## src/rtl/io_mbox.sv

```systemverilog
// Inter-core mailbox: one FIFO per (source, destination) core pair, read through a
// small per-core input address space that also exposes a status/overflow word.
module io_mbox #(
  parameter int NUBITS = 16,
  parameter int NCORE  = 2,
  parameter int FDEPTH = 4,
  parameter int NUIOIN = 8,
  parameter int NUIOOU = 8
) (
  input  logic                                clk,
  input  logic                                rst,
  input  logic [NCORE*NUBITS-1:0]             io_out,
  input  logic [NCORE*$clog2(NUIOOU)-1:0]     addr_out,
  input  logic [NCORE-1:0]                    out_en,
  input  logic [NCORE*$clog2(NUIOIN)-1:0]     addr_in,
  input  logic [NCORE-1:0]                    req_in,
  output logic [NCORE*NUBITS-1:0]             io_in,
  output logic [NCORE-1:0]                    irq
);

  localparam int AOW = $clog2(NUIOOU);
  localparam int AIW = $clog2(NUIOIN);
  localparam int PW  = $clog2(FDEPTH);
  localparam int CW  = $clog2(FDEPTH + 1);

  logic [NUBITS-1:0] mem_q    [NCORE][NCORE][FDEPTH];
  logic [PW-1:0]     wr_ptr_q [NCORE][NCORE];
  logic [PW-1:0]     wr_ptr_d [NCORE][NCORE];
  logic [PW-1:0]     rd_ptr_q [NCORE][NCORE];
  logic [PW-1:0]     rd_ptr_d [NCORE][NCORE];
  logic [CW-1:0]     count_q  [NCORE][NCORE];
  logic [CW-1:0]     count_d  [NCORE][NCORE];
  logic              ovf_q    [NCORE][NCORE];
  logic              ovf_d    [NCORE][NCORE];
  logic              push_ok  [NCORE][NCORE];
  logic              pop_ok   [NCORE][NCORE];

  int                out_addr [NCORE];
  int                in_addr  [NCORE];
  logic [NUBITS-1:0] status;

  function automatic logic [PW-1:0] next_ptr(input logic [PW-1:0] p);
    return (p == PW'(FDEPTH - 1)) ? '0 : p + 1'b1;
  endfunction

  always_comb begin
    for (int c = 0; c < NCORE; c++) begin
      out_addr[c] = int'(addr_out[c*AOW +: AOW]);
      in_addr[c]  = int'(addr_in[c*AIW +: AIW]);
    end
  end

  // A push into a full channel only succeeds when the same edge pops it.
  always_comb begin
    logic push;
    logic full;
    push     = 1'b0;
    full     = 1'b0;
    wr_ptr_d = wr_ptr_q;
    rd_ptr_d = rd_ptr_q;
    count_d  = count_q;
    ovf_d    = ovf_q;
    push_ok  = '{default: 1'b0};
    pop_ok   = '{default: 1'b0};
    for (int s = 0; s < NCORE; s++) begin
      for (int d = 0; d < NCORE; d++) begin
        push          = out_en[s] && (out_addr[s] == d);
        full          = (count_q[s][d] == CW'(FDEPTH));
        pop_ok[s][d]  = req_in[d] && (in_addr[d] == s) && (count_q[s][d] != '0);
        push_ok[s][d] = push && (!full || pop_ok[s][d]);
        if (push_ok[s][d]) wr_ptr_d[s][d] = next_ptr(wr_ptr_q[s][d]);
        if (pop_ok[s][d])  rd_ptr_d[s][d] = next_ptr(rd_ptr_q[s][d]);
        if (push_ok[s][d] && !pop_ok[s][d])
          count_d[s][d] = count_q[s][d] + 1'b1;
        else if (pop_ok[s][d] && !push_ok[s][d])
          count_d[s][d] = count_q[s][d] - 1'b1;
        if (push && full && !pop_ok[s][d])
          ovf_d[s][d] = 1'b1;
        else if (req_in[d] && (in_addr[d] == NCORE))
          ovf_d[s][d] = 1'b0;
      end
    end
  end

  always_ff @(posedge clk or posedge rst) begin
    if (rst) begin
      for (int s = 0; s < NCORE; s++) begin
        for (int d = 0; d < NCORE; d++) begin
          wr_ptr_q[s][d] <= '0;
          rd_ptr_q[s][d] <= '0;
          count_q[s][d]  <= '0;
          ovf_q[s][d]    <= 1'b0;
        end
      end
    end else begin
      wr_ptr_q <= wr_ptr_d;
      rd_ptr_q <= rd_ptr_d;
      count_q  <= count_d;
      ovf_q    <= ovf_d;
    end
  end

  // Storage is left unreset; an empty channel never exposes it.
  always_ff @(posedge clk) begin
    for (int s = 0; s < NCORE; s++) begin
      for (int d = 0; d < NCORE; d++) begin
        if (push_ok[s][d])
          mem_q[s][d][wr_ptr_q[s][d]] <= io_out[s*NUBITS +: NUBITS];
      end
    end
  end

  always_comb begin
    io_in  = '0;
    irq    = '0;
    status = '0;
    for (int d = 0; d < NCORE; d++) begin
      status = '0;
      for (int s = 0; s < NCORE; s++) begin
        if (count_q[s][d] != '0) begin
          irq[d]    = 1'b1;
          status[s] = 1'b1;
        end
        status[NCORE+s] = ovf_q[s][d];
        if ((in_addr[d] == s) && (count_q[s][d] != '0))
          io_in[d*NUBITS +: NUBITS] = mem_q[s][d][rd_ptr_q[s][d]];
      end
      if (in_addr[d] == NCORE)
        io_in[d*NUBITS +: NUBITS] = status;
    end
  end

endmodule

```

## config.mk

```make
export PLATFORM = sky130hd
export DESIGN_NAME = io_mbox
export DESIGN_NICKNAME = d
export VERILOG_FILES = /design/src/rtl/io_mbox.sv
export SDC_FILE = /design/constraint.sdc
export NUM_CORES = 1
export LEC_CHECK = 0
export BUFFER_PORTS_ARGS = -buffer_cell sky130_fd_sc_hd__buf_2
export CORE_MARGIN = 1
export CORE_UTILIZATION = 40
export DETAILED_ROUTE_END_ITERATION = 12
export PLACE_DENSITY = 0.53
export SLEW_MARGIN = 0
export SYNTH_ARGS = -nofsm -noshare
export SYNTH_HDL_FRONTEND = slang
export SYNTH_SLANG_ARGS = --single-unit
```

## constraint.sdc

```tcl
create_clock -name clk -period 2.75 [get_ports clk]
set_input_delay 0 -clock clk [delete_from_list [all_inputs] [get_ports clk]]
set_output_delay 0 -clock clk [all_outputs]
set_load 0.01 [all_outputs]
```

==> results.yml, run 1 <==
die:
  die_height_um: 174
  ios: 84
  coreArea_um2: 28900
  rows: 62
  die_width_um: 174
  start_util_pct: 40.9
  die_area_um2: 30200
global_route:
  grt_usage_pct: 16.6
  grt_pass1_vias: 6410
  grt_start_max_net_pins: 33
  grt_pass1_wl_um: 37300
  overflow: 0
  antenna_found_initial: 1
final_layout:
  fin_cells: 1147
  layout_commonest_cell: "edfxtp_1"
  final_area_um2: 14300
  syn_to_final_growth_pct: 20.9
  utilization_pct: 49.5
  drive_gt1_share_pct: 31.6
  final_cell_mix: "edfxtp_1, buf_2, mux4_2"
  nets: 818
  n_antenna_cell: 0
synth:
  synth_area_um2: 11800
  synth_top_area_cell: "edfxtp_1"
  ys_types: 36
  synth.top_cell.area_share_pct: 65.1
  syn_nets: 653
  synth.yosys.seq_area_share_pct: 71.8
  ys_ff_latch: 288
  syn-mean-instance-area_um2: 20.5
  yosys_warnings: 0
  synthTopCellsByArea: "edfxtp_1, mux4_2, dfrtp_1"
  synth_cells: 575
hold_path:
  hold_class: "in -> reg"
placed_design:
  gp_congestion: 0.758
  dp_cells: 1041
  place_area_um2: 12700
  place.port_buffers: 83
  place_ws_ns: 0.414
  dp_hpwl_um: 16200
sta:
  slew_headroom_pct: 39.1
  fin_crit_sh_pct: 92.8
  finalSetupViolations: 0
  worst_pin_slew_ns: 0.913
  slew_viol_final: 0
  period_needed_ns: 2.55
  rsz0062_at_grt: "false"
  fmax_mhz: 392
  hold-worst-slack_ns: 0.0223
  fin_setup_tns_ns: 0
  fin_skew_ns: 0.0135
  fin_ws_ns: 0.198
  hold_violations: 0
clock_network:
  cts_hold_buf: 52
  ctsResizeCount: 0
  postCtsSetupRepairBufs: 0
  clock-sinks: 288
  path_clk_slew_ns: 0.06
  cts_made_buffers: 29
  ctsLongestPathBuffers: 3
  cts_root_buf: "clkbuf_16"
  cts_tree: "built"
  insertion_delay_ns: 0.56
  htreeDepth: 1
worst_setup_path:
  worstPathMaxFanout: 12
  cp-end-kind: "primary output"
  crit_arrival_ns: 2.55
  crit_type: "reg -> out"
  critPathLaunchType: "flip-flop"
  cp_data_required_time_ns: 2.75
route:
  drtIter0Drc: 373
  ant_nets: 0
  wl_um: 24200
  wl_per_cell_um: 21.1
  post_drt_via_cell_ratio: 5.18
  first_pass_iters: 4
  drc: 0
  vias: 5942
outcome:
  status: "finished clean"
pwr:
  total_power_mw: 12.6
  p_leak_nw: 5.07
  vdd_drop_max_v: 0.000650
  power_per_cell_area_nw_per_um2: 881
flow_run:
  max_cap_violations: 0
==> worst max-delay path: stages, from the launching register on <==
cell and delay, ns:
dfrtp_1 0.59, buf_4 0.34, mux4_1 0.64, a22o_1 0.27
buf_2 0.14
==> sequential cells by signal, indices dropped and copies added, names as in the netlist <==
register	cells
count_q	12
mem_q	256
wr_ptr_q	8
rd_ptr_q	8
ovf_q	4
==> cell families (layout without fill, tap and decap cells) <==
group / Yosys count / in the layout / share of synthesized area, %
AND/OR/NAND/NOR: 78 / 78 / 4.11
multiplexers: 84 / 84 / 14.4
flip-flops: 288 / 288 / 71.8
XOR/XNOR: 12 / 12 / 0.890
buffers and inverters: 41 / 229 / 2.13
adder cells (fa/ha/maj): 28 / 28 / 3.22
AO/OA/AOI/OAI: 44 / 44 / 3.39
==> routing by layer <==
metal / track usage, % / vias up / share of wire (%)
li1: - / 2698 / -
met1: 21.4 / 3049 / 42
met2: 28.4 / 150 / 50
met3: 3.20 / 43 / 5.4
met4: 4.93 / 2 / 2.5
met5: 0 / - / 0.054
==> synthesized netlist by cell type, drive strengths merged <==
master,n
clkbuf,3
mux2,20
fa,4
nor4bb,4
o41a,4
buf,21
and2,20
dfrtp,32
nor4b,4
a22o,24
nor2,16
a221o,8
ha,24
nor3b,4
xor2,4
inv,17
edfxtp,256
and3,8
or3,4
or3b,2
o221ai,4
xnor2,8
mux4,64
or2,2
nand3,8
nor3,2
a31oi,4
nand2,4
==> report_power, final <==
part	internal, mW	total [mW]	switching [mW]
sequential	5.09	5.60	0.511
combinational	1.43	2.63	1.20
clock	2.70	4.36	1.66
==> final timing paths <==
check	from	end	slack, ns	cells past startpoint
max	rd_ptr_q[0]	io_in[24]	0.20	4
min	addr_out[4]	wr_ptr_q[1]	0.02	4
max reg2reg	count_q[3]	count_q[5]	0.42	8
min reg2reg	wr_ptr_q[1]	wr_ptr_q[1]	0.57	1
max in group asynchronous	rst	rd_ptr_q[5]	2.33	4
min in group asynchronous	rst	ovf_q[1]	0.09	4
==> final cells by class <==
| type | instances | area, um^2 |
|---|---|---|
| fillers | 2420 | 14600 |
| well taps | 384 | 480 |
| inverters | 17 | 63.8 |
| flip-flops and latches | 288 | 8490 |
| clock inverters | 22 | 333 |
| clock buffers | 32 | 737 |
| multi-input cells | 246 | 3080 |
| repair buffers | 158 | 1110 |
Note: power is estimated with default switching activity, not from simulation.
==> run 2, diff against run 1 <==
--- a/config.mk
+++ b/config.mk
@@ -6,4 +6,5 @@
 export NUM_CORES = 1
 export LEC_CHECK = 0
+export ABC_CLOCK_PERIOD_IN_PS = 2350
 export BUFFER_PORTS_ARGS = -buffer_cell sky130_fd_sc_hd__buf_2
 export CORE_MARGIN = 1
==> constraint.sdc (replaced) <==
create_clock -name clk -period 2.35 [get_ports clk]
set_input_delay 0.5875 -clock clk [delete_from_list [all_inputs] [get_ports clk]]
set_output_delay 0.5875 -clock clk [all_outputs]
set_load 0.01 [all_outputs]
==> results.yml, run 2 (synthesis results as in run 1) <==
pwr:
  vdd_drop_max_v: 0.000638
  power_per_cell_area_nw_per_um2: 1050
  total_power_mw: 15.2
  p_leak_nw: 5.14
worst_setup_path:
  r2r_end: "count_q[7]"
  crit_start: "rd_ptr_q[2]"
  critPathLaunchType: "flip-flop"
  cp-endpoint: "io_in[1]"
  rrSetupSlack_ns: 0.22
  cpPeakStageDelay_ns: 0.55
  crit_type: "reg -> out"
  reg2regPathDepth: 6
  crit_path_top_delay_cell: "mux4_2"
  worstPathMaxFanout: 12
  cp-end-kind: "primary output"
  crit_arrival_ns: 2.24
  cp_data_required_time_ns: 1.76
  path_cells: "buf_12 -> mux4_2 -> and3_4 -> a221o_1 -> buf_2"
  r2r_start: "count_q[6]"
placed_design:
  dp_cells: 1074
  gp_congestion: 0.786
  place_ws_ns: -0.335
  place_area_um2: 13200
  dp_hpwl_um: 16700
  place.port_buffers: 83
clock_network:
  ctsLongestPathBuffers: 3
  cts_tree: "built"
  clock-sinks: 288
  cts_root_buf: "clkbuf_16"
  path_clk_slew_ns: 0.06
  cts_made_buffers: 31
  insertion_delay_ns: 0.56
  htreeDepth: 1
sta:
  hold_violations: 0
  hold-worst-slack_ns: 0.145
  worst_pin_slew_ns: 0.593
  fin_crit_sh_pct: 120
  period_needed_ns: 2.83
  finalSetupViolations: 33
  slew_viol_final: 0
  fin_skew_ns: 0.0137
  fmax_mhz: 354
  rsz0062_at_grt: "true"
  fin_ws_ns: -0.478
  slew_headroom_pct: 59.9
  fin_setup_tns_ns: -11.58
die:
  ios: 84
  coreArea_um2: 28900
  die_area_um2: 30200
  die_width_um: 174
  die_height_um: 174
  rows: 62
  start_util_pct: 40.9
flow_run:
  max_cap_violations: 0
route:
  drc: 0
  ant_nets: 0
  wl_per_cell_um: 21.6
  post_drt_via_cell_ratio: 5.16
  vias: 5932
  first_pass_iters: 4
  wl_um: 24800
  drtIter0Drc: 313
global_route:
  grt_pass1_wl_um: 37600
  grt_start_max_net_pins: 33
  grt_usage_pct: 16.7
  grt_pass1_vias: 6291
  antenna_found_initial: 1
  overflow: 0
final_layout:
  utilization_pct: 50.3
  syn_to_final_growth_pct: 22.7
  drive_gt1_share_pct: 41.2
  fin_cells: 1149
  nets: 822
  layout_commonest_cell: "edfxtp_1"
  largest_reg_flops: 256
  final_cell_mix: "edfxtp_1, buf_2, mux4_2"
  final_area_um2: 14500
hold_path:
  hold_class: "in -> async"
outcome:
  status: "complete, but fails checks"
  violations: "setup timing"
-- run 2: cell count changes in the layout (fill, tap and decap cells not counted), moves of 7 or more --
cell / delta
and3_1: -8
and3_4: +8
buf_12: +25
buf_4: +21
buf_6: +9
clkbuf_1: +7
dlygate4sd3_1: -52
mux4_1: -10
mux4_2: +10
-- run 2: area by class of cell --
class	count	area, um^2
clock buffer	42	827
tap	384	480
multi-input combinational	246	3100
timing repair buffer	160	1360
inverter	17	63.8
clock inverter	11	173
sequential	288	8500
antenna	1	2.50
fill	2397	14400
-- run 2: worst min path at each step --
| stage | to | slack [ns] | from |
|---|---|---|---|
| floorplan | ovf_q[0] | 0.48 | ovf_q[0] |
| global placement | ovf_q[2] | 0.51 | ovf_q[2] |
| detailed placement | ovf_q[3] | 0.51 | ovf_q[3] |
| CTS | ovf_q[1] | 0.13 | rst |
| global route | wr_ptr_q[3] | 0.16 | rst |
| finish | count_q[4] | 0.15 | rst |
-- run 2: power by group --
group	total, mW	switching [mW]	internal (mW)
combinational	4.11	1.84	2.27
sequential	6.30	0.324	5.97
clock	4.77	1.88	2.89
total	15.2	4.05	11.1
-- run 2: critical path: cells and delay by family (launching register included) --
kind | cells | cell delay [ns]
and+or+nand+nor | 1 | 0.20
AOI/OAI and AO/OA | 1 | 0.27
DFF | 1 | 0.37
muxes | 1 | 0.55
buffers and inverters | 2 | 0.29
-- run 2: metal layers --
layer | share of wire (%) | global-route usage, % | vias up
li1 | - | - | 2707
met1 | 44 | 22.8 | 3069
met2 | 50 | 27.9 | 121
met3 | 4.5 | 2.87 | 33
met4 | 2.0 | 4.02 | 2
met5 | 0.032 | 0 | -
-- run 2: what timing repair did --
item / in CTS / in global routing
pin swaps: 4 / 15
resized for setup: 21 / 23
setup buffers: 9 / 11
setup endpoints to repair: 34 / 34
hold buffers: 0 / 0
gates cloned: 1 / 1
